`config.mk`:
```
export PLATFORM = sky130hd
export DESIGN_NAME = memory_stage_unit
export DESIGN_NICKNAME = d
export VERILOG_FILES = /design/src/rtl/memory_stage_unit.sv
export SDC_FILE = /design/constraint.sdc
export NUM_CORES = 1
export LEC_CHECK = 0
export ABC_AREA = 0
export BUFFER_PORTS_ARGS = -buffer_cell sky130_fd_sc_hd__buf_2
export CAP_MARGIN = 20
export CORE_AREA = 3 3 120 122
export DETAILED_ROUTE_END_ITERATION = 6
export DIE_AREA = 0 0 123 125
export GPL_TIMING_DRIVEN = 0
export PLACE_DENSITY = 0.62
export SLEW_MARGIN = 10
export SYNTH_ARGS = -nofsm -noshare
export SYNTH_HDL_FRONTEND = slang
export SYNTH_SLANG_ARGS = --single-unit
```
`constraint.sdc`:
```
create_clock -name clk -period 1.5 [get_ports clk]
set_clock_uncertainty 0.1 [all_clocks]
set_input_delay 0.15 -clock clk [delete_from_list [all_inputs] [get_ports clk]]
set_output_delay 0.15 -clock clk [all_outputs]
set_load 0.01 [all_outputs]
```
`src/rtl/memory_stage_unit.sv`:
```
// memory_stage_unit: memory (M) stage of the five-stage RISC-V pipeline.
// Issues loads and stores to a variable-latency data memory over a
// valid/ready request channel plus a response channel, holds the pipeline
// with Stall_M while an access is outstanding, and registers the results
// into the M/W pipeline register for writeback.
//
// Optional feature macro: MEM_TIMEOUT_EN
//   Defined   : a load whose response never arrives completes after
//               TIMEOUT_CYCLES waiting cycles with ReadData_W = 0 and a
//               one-cycle TimeoutErr_W pulse.
//   Undefined : no counter; the stage waits for the response indefinitely
//               and TimeoutErr_W is tied to 0.
module memory_stage_unit #(
    parameter int ADDR_WIDTH     = 32,
    parameter int TIMEOUT_CYCLES = 16
) (
    input  logic                  clk,
    input  logic                  rst,
    input  logic                  RegWrite_M,
    input  logic                  MemWrite_M,
    input  logic [1:0]            ResultSrc_M,
    input  logic [31:0]           ALUResult_M,
    input  logic [31:0]           WriteData_M,
    input  logic [31:0]           PCPlus4_M,
    input  logic [4:0]            Rd_M,
    output logic                  dmem_req_valid,
    input  logic                  dmem_req_ready,
    output logic                  dmem_we,
    output logic [ADDR_WIDTH-1:0] dmem_addr,
    output logic [31:0]           dmem_wdata,
    input  logic                  dmem_rsp_valid,
    input  logic [31:0]           dmem_rdata,
    output logic                  Stall_M,
    output logic                  RegWrite_W,
    output logic [1:0]            ResultSrc_W,
    output logic [31:0]           ALUResult_W,
    output logic [31:0]           ReadData_W,
    output logic [31:0]           PCPlus4_W,
    output logic [4:0]            Rd_W,
    output logic                  TimeoutErr_W
);

    typedef enum logic {
        IDLE,
        WAIT_RSP
    } state_t;

    state_t state_q, state_d;

    logic isLoad;
    logic isStore;
    logic memop;
    logic capture;
    logic loadDone;
    logic timeoutHit;

    logic        regWrite_q;
    logic [1:0]  resultSrc_q;
    logic [31:0] aluResult_q;
    logic [31:0] readData_q;
    logic [31:0] pcPlus4_q;
    logic [4:0]  rd_q;
    logic [31:0] readData_d;

    // A store takes priority when both store and load encodings are present,
    // so the load path is only taken for a pure load.
    assign isLoad  = (ResultSrc_M == 2'b01);
    assign isStore = MemWrite_M;
    assign memop   = isLoad | isStore;

    // Request payload follows the execute-stage outputs directly; the hazard
    // unit keeps them stable while the stage is stalled.
    assign dmem_addr  = ALUResult_M[ADDR_WIDTH-1:0];
    assign dmem_wdata = WriteData_M;
    assign dmem_we    = isStore;

`ifdef MEM_TIMEOUT_EN
    localparam int CW = $clog2(TIMEOUT_CYCLES + 1);

    logic [CW-1:0] count_q;
    logic [CW-1:0] count_d;
    logic          timeoutErr_q;

    // Counts waiting cycles without a response; restarts at zero whenever the
    // FSM is idle so each load begins its wait from zero.
    always_comb begin
        count_d = count_q;
        if (state_q == IDLE) begin
            count_d = '0;
        end else if (!dmem_rsp_valid) begin
            count_d = count_q + 1'b1;
        end
    end

    // Wait-cycle counter register.
    always_ff @(posedge clk) begin
        if (rst) begin
            count_q <= '0;
        end else begin
            count_q <= count_d;
        end
    end

    // The error flag lives in the M/W register for exactly the cycle in which
    // the timed-out load is presented to writeback.
    always_ff @(posedge clk) begin
        if (rst) begin
            timeoutErr_q <= 1'b0;
        end else begin
            timeoutErr_q <= timeoutHit;
        end
    end

    assign TimeoutErr_W = timeoutErr_q;
`else
    logic unusedTimeoutParam;

    assign unusedTimeoutParam = (TIMEOUT_CYCLES > 0);
    assign TimeoutErr_W       = 1'b0;
`endif

    // Next-state, handshake and stall decisions; reset forces the request and
    // stall low so an abandoned access leaves no stray handshake behind.
    always_comb begin
        state_d        = state_q;
        dmem_req_valid = 1'b0;
        Stall_M        = 1'b0;
        capture        = 1'b0;
        loadDone       = 1'b0;
        timeoutHit     = 1'b0;
        if (!rst) begin
            case (state_q)
                IDLE: begin
                    if (!memop) begin
                        capture = 1'b1;
                    end else begin
                        dmem_req_valid = 1'b1;
                        if (!dmem_req_ready) begin
                            Stall_M = 1'b1;
                        end else if (isStore) begin
                            capture = 1'b1;
                        end else begin
                            Stall_M = 1'b1;
                            state_d = WAIT_RSP;
                        end
                    end
                end
                WAIT_RSP: begin
                    if (dmem_rsp_valid) begin
                        capture  = 1'b1;
                        loadDone = 1'b1;
                        state_d  = IDLE;
                    end
`ifdef MEM_TIMEOUT_EN
                    else if (count_q == CW'(TIMEOUT_CYCLES - 1)) begin
                        capture    = 1'b1;
                        timeoutHit = 1'b1;
                        state_d    = IDLE;
                    end
`endif
                    else begin
                        Stall_M = 1'b1;
                    end
                end
                default: begin
                    state_d = IDLE;
                end
            endcase
        end
    end

    // FSM state register.
    always_ff @(posedge clk) begin
        if (rst) begin
            state_q <= IDLE;
        end else begin
            state_q <= state_d;
        end
    end

    // Only a load that actually received its response carries memory data;
    // every other completion (ALU op, store, timed-out load) writes zero.
    assign readData_d = loadDone ? dmem_rdata : 32'h0;

    // M/W pipeline register: captures the instruction on completion and
    // otherwise loads a bubble so a stalled instruction is never written twice.
    always_ff @(posedge clk) begin
        if (rst || !capture) begin
            regWrite_q  <= 1'b0;
            resultSrc_q <= 2'b00;
            aluResult_q <= 32'h0;
            readData_q  <= 32'h0;
            pcPlus4_q   <= 32'h0;
            rd_q        <= 5'd0;
        end else begin
            regWrite_q  <= RegWrite_M;
            resultSrc_q <= ResultSrc_M;
            aluResult_q <= ALUResult_M;
            readData_q  <= readData_d;
            pcPlus4_q   <= PCPlus4_M;
            rd_q        <= Rd_M;
        end
    end

    assign RegWrite_W  = regWrite_q;
    assign ResultSrc_W = resultSrc_q;
    assign ALUResult_W = aluResult_q;
    assign ReadData_W  = readData_q;
    assign PCPlus4_W   = pcPlus4_q;
    assign Rd_W        = rd_q;

endmodule

```
==> flow_results.xml, run 1 <==
<?xml version="1.0" encoding="UTF-8"?>
<metrics>
  <group name="clocking">
    <metric name="cts_tree" unit="">built</metric>
    <metric name="cts_root_buf" unit="">clkbuf_16</metric>
    <metric name="clock_insertion_delay_worst_skew" unit="ns">0.34</metric>
    <metric name="tritoncts.num_buffers" unit="">9</metric>
    <metric name="htree_levels" unit="">3</metric>
    <metric name="clk_path_buf_depth" unit="">2</metric>
    <metric name="clk_pin_slew_worst_paths" unit="ns">0.07</metric>
    <metric name="numClockSinks" unit="">105</metric>
  </group>
  <group name="run">
    <metric name="cap_viol_max_count" unit="">0</metric>
  </group>
  <group name="cells_and_area">
    <metric name="area.growth.synth_to_final" unit="%">87.65</metric>
    <metric name="post-route-cell-area" unit="um2">6464</metric>
    <metric name="finalNetCount" unit="">840</metric>
    <metric name="layout.cells.most_common" unit="">buf_2</metric>
    <metric name="finish.cell_count_without_fillers" unit="">880</metric>
    <metric name="number_of_diodes" unit="">0</metric>
    <metric name="mostFrequentLayoutCells" unit="">279 x buf_2, 106 x dlygate4sd3_1, 105 x dfxtp_1, 71 x nor2b_1, 69 x buf_4</metric>
    <metric name="share_of_post_route_cells_with_drive_strength_above_1" unit="%">53.27</metric>
  </group>
  <group name="place">
    <metric name="hpwl_after_dpl" unit="um">8214</metric>
    <metric name="postPlaceCellArea" unit="um2">5061</metric>
    <metric name="numPlacedInstances" unit="">755</metric>
    <metric name="place.gp.congestion" unit="">0.7526</metric>
    <metric name="placement.io_buffers" unit="">279</metric>
    <metric name="post-place-ws" unit="ns">-0.2153</metric>
  </group>
  <group name="worst_setup_path">
    <metric name="path_buf_inv" unit="">2</metric>
    <metric name="reg2reg_from" unit="">state_q$_SDFF_PP0_</metric>
    <metric name="crit_arrival" unit="ns">1.53</metric>
    <metric name="startpoint" unit="">state_q$_SDFF_PP0_</metric>
    <metric name="crit_cells" unit="">5</metric>
    <metric name="critical_path_class" unit="">reg2reg</metric>
    <metric name="timing.critical_path.to_type" unit="">flop</metric>
    <metric name="crit-reg2reg-capture" unit="">ALUResult_W[20]$_SDFF_PP0_</metric>
    <metric name="startpoint_type" unit="">flop</metric>
    <metric name="r2r_cells" unit="">5</metric>
    <metric name="rrSetupSlack" unit="ns">0.1</metric>
    <metric name="cp_cell_sequence" unit="">and3b_2 -&gt; a31oi_4 -&gt; buf_4 -&gt; buf_6 -&gt; nor2b_1</metric>
    <metric name="worst_path_largest_cell_delay" unit="ns">0.36</metric>
    <metric name="timing.critical_path.required" unit="ns">1.63</metric>
    <metric name="critical_path.slowest_cell" unit="">dfxtp_1</metric>
    <metric name="crit_family" unit="">flip-flops</metric>
    <metric name="crit_path_end" unit="">ALUResult_W[20]$_SDFF_PP0_</metric>
    <metric name="path_max_fanout" unit="">10</metric>
  </group>
  <group name="global_routing">
    <metric name="grt_pass1_vias" unit="">3683</metric>
    <metric name="gr-usage-all-layers" unit="%">14.42</metric>
    <metric name="wire_length_of_the_first_global_routing_pass" unit="um">17260</metric>
    <metric name="largest_net_degree_at_the_start_of_global_routing" unit="">20</metric>
    <metric name="grt_antenna_before_repair" unit="">1</metric>
    <metric name="globalRouteOverflowTotal" unit="">0</metric>
  </group>
  <group name="timing">
    <metric name="timing.final.max_slew_violations" unit="">0</metric>
    <metric name="setup_ws" unit="ns">0.09933</metric>
    <metric name="finalHoldWorstSlack" unit="ns">0.1210</metric>
    <metric name="final_min_period_over_clock_period" unit="%">93.38</metric>
    <metric name="rsz_0062_raised_after_global_routing" unit="">no</metric>
    <metric name="timing.final.hold_violations" unit="">0</metric>
    <metric name="finalSetupViolations" unit="">0</metric>
    <metric name="post-route-min-period" unit="ns">1.401</metric>
    <metric name="maximum_frequency_from_static_timing_analysis" unit="MHz">713.9</metric>
  </group>
  <group name="floorplan">
    <metric name="design.core.area" unit="um2">13300</metric>
    <metric name="io_pins" unit="">313</metric>
    <metric name="chipHeight" unit="um">125</metric>
    <metric name="number_of_cell_rows" unit="">42</metric>
    <metric name="fp.dieArea" unit="um2">15380</metric>
    <metric name="die_x" unit="um">123</metric>
    <metric name="start_util" unit="%">25.91</metric>
  </group>
  <group name="power_and_ir_drop">
    <metric name="power_report.internal_total" unit="W">0.004852</metric>
    <metric name="clock_power_share" unit="%">37.8</metric>
    <metric name="seq_pwr_share" unit="%">46.1</metric>
    <metric name="power_switching_share" unit="%">23.64</metric>
    <metric name="power_switching" unit="W">0.001502</metric>
    <metric name="p_leak" unit="nW">3.352</metric>
    <metric name="comb_power_share" unit="%">16.0</metric>
    <metric name="irDropWorstVdd" unit="V">0.0006489</metric>
    <metric name="power.density" unit="nW/um2">983.0</metric>
  </group>
  <group name="yosys">
    <metric name="syn-cell-area" unit="um2">3445</metric>
    <metric name="yosys_warnings" unit="">0</metric>
    <metric name="yosys.cell_types.count" unit="">19</metric>
    <metric name="synthesis.instances" unit="">300</metric>
    <metric name="synth_seq_cells" unit="">105</metric>
    <metric name="synth_largest_type_area_fraction" unit="%">61.02</metric>
    <metric name="syn_area_per_cell" unit="um2">11.48</metric>
    <metric name="post-synth-top-area-cell" unit="">dfxtp_1</metric>
    <metric name="ys_top_cells_by_area" unit="">dfxtp_1 61%, buf_4 14%, nor2b_1 13%</metric>
    <metric name="syn_nets" unit="">441</metric>
    <metric name="synth.yosys.seq_area_share" unit="%">61.02</metric>
  </group>
  <group name="outcome">
    <metric name="run_status" unit="">finished clean</metric>
  </group>
  <group name="worst_hold_path">
    <metric name="hold_path_class" unit="">in2reg</metric>
  </group>
  <group name="route">
    <metric name="iteration_0_drc_count_of_the_detailed_router" unit="">51</metric>
    <metric name="avgRoutedWirePerCell" unit="um">13.09</metric>
    <metric name="drt.antenna.violating_nets" unit="">0</metric>
    <metric name="routed-via-count" unit="">3363</metric>
    <metric name="drt-pass1-iter-count" unit="">3</metric>
    <metric name="finalWirelength" unit="um">11520</metric>
    <metric name="detail_route.vias_per_cell" unit="">3.822</metric>
    <metric name="drc" unit="">0</metric>
  </group>
</metrics>
power groups by stage:
stage               combinational [W]  clock, W  sequential [W]
global route                  0.00111   0.00260         0.00294
finish                        0.00102   0.00240         0.00293
floorplan                    0.000333         0         0.00306
global placement             0.000787         0         0.00299
CTS                           0.00102   0.00251         0.00293
detailed placement           0.000793         0         0.00300
layout make-up:
type | instances | area [um2]
Fill cell | 1155 | 6832
Timing Repair Buffer | 388 | 2480
Sequential cell | 105 | 2102
Multi-Input combinational cell | 118 | 754.5
Buffer | 76 | 586.8
Clock buffer | 9 | 225.2
Tap cell | 176 | 220.2
Clock inverter | 7 | 91.34
Inverter | 1 | 3.754
metal layers:
metal  track usage [%]  share of wire, %  up-vias
met3             4.201               9.9       34
met2             28.43                53      206
met1             12.69                33     1477
met5                 0             0.061        -
li1                  -                 -     1644
met4             7.687               3.5        2
cell families (layout without fill, tap and decap cells):
logic type,count (synthesis),count (layout),synth area share (%)
compound gates,4,4,1.126
mux,1,1,0.3269
simple gates,112,112,20.31
flops,105,105,61.02
buf+inv,77,481,17.11
other cells,1,1,0.1089
metrics by stage:
| stage | util (%) | total power (W) | TNS [ns] |
|---|---|---|---|
| 2_1_floorplan | - | 0.003393 | 0 |
| 3_3_place_gp | 38.07 | 0.003780 | -12.09 |
| 3_5_place_dp | 38.07 | 0.003792 | -13.46 |
| 4_1_cts | 48.60 | 0.006458 | 0 |
| 5_1_grt | 48.62 | 0.006651 | 0 |
| 6_report | 48.62 | 0.006354 | 0 |
worst register-to-register path: stages (launching register included):
cell and delay [ns]:
dfxtp_1 0.36, and3b_2 0.27, a31oi_4 0.16, buf_4 0.19, buf_6 0.16, nor2b_1 0.06
worst min path at each step:
stage	from	end	slack [ns]	depth (start not counted)
after floorplan	rst	state_q$_SDFF_PP0_	0.12	1
after global placement	dmem_rdata[20]	ReadData_W[20]$_SDFF_PP0_	0.25	2
after detailed placement	dmem_rdata[18]	ReadData_W[18]$_SDFF_PP0_	0.25	2
after CTS	ResultSrc_M[1]	state_q$_SDFF_PP0_	0.1	4
after global routing	ResultSrc_M[1]	state_q$_SDFF_PP0_	0.14	4
final	ResultSrc_M[1]	state_q$_SDFF_PP0_	0.12	4
registers in the layout (all words and copies together), names as in the netlist:
signal       flops
ALUResult_W     32
PCPlus4_W       32
state_q          1
Rd_W             5
ReadData_W      32
ResultSrc_W      2
RegWrite_W       1
synthesized netlist by cell type:
library cell  instances
dfxtp_1             105
nor2b_1              71
buf_4                66
and2_1               32
buf_6                 7
clkbuf_1              3
nor2_1                3
a21oi_1               2
a31oi_4               1
and3b_1               1
conb_1                1
inv_1                 1
mux2_2                1
nand2_1               1
nand2b_1              1
nor3_1                1
o21a_1                1
or3b_1                1
or4bb_1               1
timing repair:
action / CTS / global route
resized for setup: 0 / 3
pin swaps: 0 / 1
hold endpoints to repair: 105 / 0
hold buffers: 106 / 0
buffers inserted: 3 / 0
setup endpoints to repair: 70 / 77
(Power assumes the default switching activity.)
==> run 2, diff against run 1 <==
- CORE_AREA: 3 3 120 122 -> unset
- CORE_MARGIN: unset -> 3
- CORE_UTILIZATION: unset -> 25
- DIE_AREA: 0 0 123 125 -> unset
==> run 2 against run 1 <==
- sequential share of layout area is 0.20 points higher
- via count decreased by 1.2%
- count of clock-buffer cells in the layout is 3 higher
- combinational power is essentially flat
- fmax shrank 0.56%
- critical endpoint is now PCPlus4_W[31]$_SDFF_PP0_
- routed wire length is 0.36% higher
- worst setup slack worse by 0.0079 ns
- cell count unchanged
- cell area down 0.62%
==> flow_results.xml, run 2 (same netlist as run 1, synthesis figures left out) <==
<?xml version="1.0" encoding="UTF-8"?>
<metrics>
  <group name="outcome">
    <metric name="run_status" unit="">finished clean</metric>
  </group>
  <group name="cells_and_area">
    <metric name="finalCoreUtilization" unit="%">48.13</metric>
    <metric name="share_of_post_route_cells_with_drive_strength_above_1" unit="%">53.27</metric>
    <metric name="number_of_diodes" unit="">0</metric>
    <metric name="finalNetCount" unit="">840</metric>
    <metric name="layout.cells.most_common" unit="">buf_2</metric>
    <metric name="finish.cell_count_without_fillers" unit="">880</metric>
    <metric name="mostFrequentLayoutCells" unit="">279 x buf_2, 106 x dlygate4sd3_1, 105 x dfxtp_1, 71 x nor2b_1, 69 x buf_4</metric>
    <metric name="area.growth.synth_to_final" unit="%">86.49</metric>
    <metric name="final.fill_count" unit="">1206</metric>
  </group>
  <group name="worst_setup_path">
    <metric name="crit_arrival" unit="ns">1.53</metric>
    <metric name="path_max_fanout" unit="">10</metric>
    <metric name="timing.critical_path.to_type" unit="">flop</metric>
    <metric name="startpoint_type" unit="">flop</metric>
    <metric name="critical_path_class" unit="">reg2reg</metric>
    <metric name="timing.critical_path.required" unit="ns">1.62</metric>
  </group>
  <group name="timing">
    <metric name="post-route-min-period" unit="ns">1.409</metric>
    <metric name="setup_ws" unit="ns">0.09148</metric>
    <metric name="final_min_period_over_clock_period" unit="%">93.90</metric>
    <metric name="timing.final.max_slew_violations" unit="">0</metric>
    <metric name="rsz_0062_raised_after_global_routing" unit="">no</metric>
    <metric name="maximum_frequency_from_static_timing_analysis" unit="MHz">710.0</metric>
    <metric name="finalSetupViolations" unit="">0</metric>
    <metric name="timing.final.hold_violations" unit="">0</metric>
  </group>
  <group name="route">
    <metric name="drt.antenna.violating_nets" unit="">0</metric>
    <metric name="drt-pass1-iter-count" unit="">4</metric>
    <metric name="drc" unit="">0</metric>
    <metric name="avgRoutedWirePerCell" unit="um">13.14</metric>
    <metric name="finalWirelength" unit="um">11560</metric>
    <metric name="routed-via-count" unit="">3324</metric>
    <metric name="detail_route.vias_per_cell" unit="">3.777</metric>
    <metric name="iteration_0_drc_count_of_the_detailed_router" unit="">90</metric>
  </group>
  <group name="place">
    <metric name="placement.io_buffers" unit="">279</metric>
    <metric name="hpwl_after_dpl" unit="um">8086</metric>
    <metric name="post-place-ws" unit="ns">-0.2345</metric>
    <metric name="place.gp.congestion" unit="">0.7512</metric>
    <metric name="numPlacedInstances" unit="">755</metric>
  </group>
  <group name="clocking">
    <metric name="clock_insertion_delay_worst_skew" unit="ns">0.33</metric>
    <metric name="numClockSinks" unit="">105</metric>
    <metric name="clk_path_buf_depth" unit="">2</metric>
    <metric name="clk_pin_slew_worst_paths" unit="ns">0.07</metric>
    <metric name="htree_levels" unit="">3</metric>
    <metric name="cts_tree" unit="">built</metric>
    <metric name="cts_root_buf" unit="">clkbuf_16</metric>
    <metric name="tritoncts.num_buffers" unit="">9</metric>
  </group>
  <group name="floorplan">
    <metric name="number_of_cell_rows" unit="">42</metric>
    <metric name="io_pins" unit="">313</metric>
    <metric name="die_x" unit="um">123.4</metric>
    <metric name="chipHeight" unit="um">123.4</metric>
    <metric name="design.core.area" unit="um2">13350</metric>
    <metric name="fp.dieArea" unit="um2">15220</metric>
    <metric name="start_util" unit="%">25.81</metric>
  </group>
  <group name="global_routing">
    <metric name="largest_net_degree_at_the_start_of_global_routing" unit="">17</metric>
    <metric name="gr-usage-all-layers" unit="%">14.01</metric>
    <metric name="wire_length_of_the_first_global_routing_pass" unit="um">16280</metric>
    <metric name="grt_antenna_before_repair" unit="">0</metric>
    <metric name="grt_pass1_vias" unit="">3454</metric>
    <metric name="globalRouteOverflowTotal" unit="">0</metric>
  </group>
  <group name="run">
    <metric name="cap_viol_max_count" unit="">0</metric>
  </group>
  <group name="power_and_ir_drop">
    <metric name="power.density" unit="nW/um2">953.6</metric>
    <metric name="p_leak" unit="nW">3.345</metric>
    <metric name="irDropWorstVdd" unit="V">0.0004349</metric>
  </group>
  <group name="worst_hold_path">
    <metric name="hold_path_class" unit="">in2reg</metric>
  </group>
</metrics>
-- run 2: metrics by stage --
| stage | area (um2) | hold slack [ns] | TNS [ns] | power [W] |
|---|---|---|---|---|
| 2_1_floorplan | 3445 | 0.1216 | 0 | 0.003393 |
| 3_3_place_gp | 5061 | 0.2508 | -14.97 | 0.003779 |
| 3_5_place_dp | 5061 | 0.2511 | -14.84 | 0.003790 |
| 4_1_cts | 6419 | 0.1040 | 0 | 0.006204 |
| 5_1_grt | 6424 | 0.1404 | 0 | 0.006387 |
| 6_report | 6424 | 0.1294 | 0 | 0.006125 |
-- run 2: where the power goes --
group / total, W / switching [W] / internal (W)
logic: 0.00102 / 0.000402 / 0.000621
registers: 0.00293 / 0.0000291 / 0.00290
clock network: 0.00217 / 0.000993 / 0.00118
total: 0.00613 / 0.00142 / 0.00470
-- run 2: per-layer routing --
metal / wire (um) / vias up / GRT usage (%)
li1: - / 1639 / -
met1: 3880 / 1458 / 12.75
met2: 6301 / 198 / 27.62
met3: 979 / 29 / 3.431
met4: 402 / 0 / 8.166
met5: 0 / - / 0
-- run 2: worst paths after layout --
kind	from	end	cells after the start	slack, ns
worst min-delay path	ResultSrc_M[1]	state_q$_SDFF_PP0_	4	0.13
worst min register to register	state_q$_SDFF_PP0_	state_q$_SDFF_PP0_	2	0.56
worst max-delay path	state_q$_SDFF_PP0_	PCPlus4_W[31]$_SDFF_PP0_	5	0.09
worst max register to register	state_q$_SDFF_PP0_	PCPlus4_W[31]$_SDFF_PP0_	5	0.09
-- run 2: critical path, cell delays in order (launching register included) --
cell,delay (ns)
dfxtp_1,0.36
and3b_2,0.29
a31oi_4,0.16
buf_4,0.19
buf_6,0.15
nor2b_1,0.06
-- run 2: final cells by class --
type | instances | area, um2 | area share (%)
Multi-Input combinational cell | 118 | 754.5 | 11.75
Inverter | 1 | 3.754 | 0.05843
Timing Repair Buffer | 388 | 2480 | 38.61
Clock buffer | 12 | 246.5 | 3.837
Buffer | 76 | 589.3 | 9.174
Sequential cell | 105 | 2102 | 32.72
Clock inverter | 4 | 27.53 | 0.4285
Tap cell | 176 | 220.2 | 3.428
-- run 2: what timing repair did --
action | 4_1_cts | 5_1_grt
gates resized for setup | 0 | 7
setup endpoints to repair | 71 | 46
hold buffers | 106 | 0
cloned | 0 | 0
pin swaps | 0 | 0
endpoints found under the hold margin | 105 | 0
buffers inserted | 3 | 0
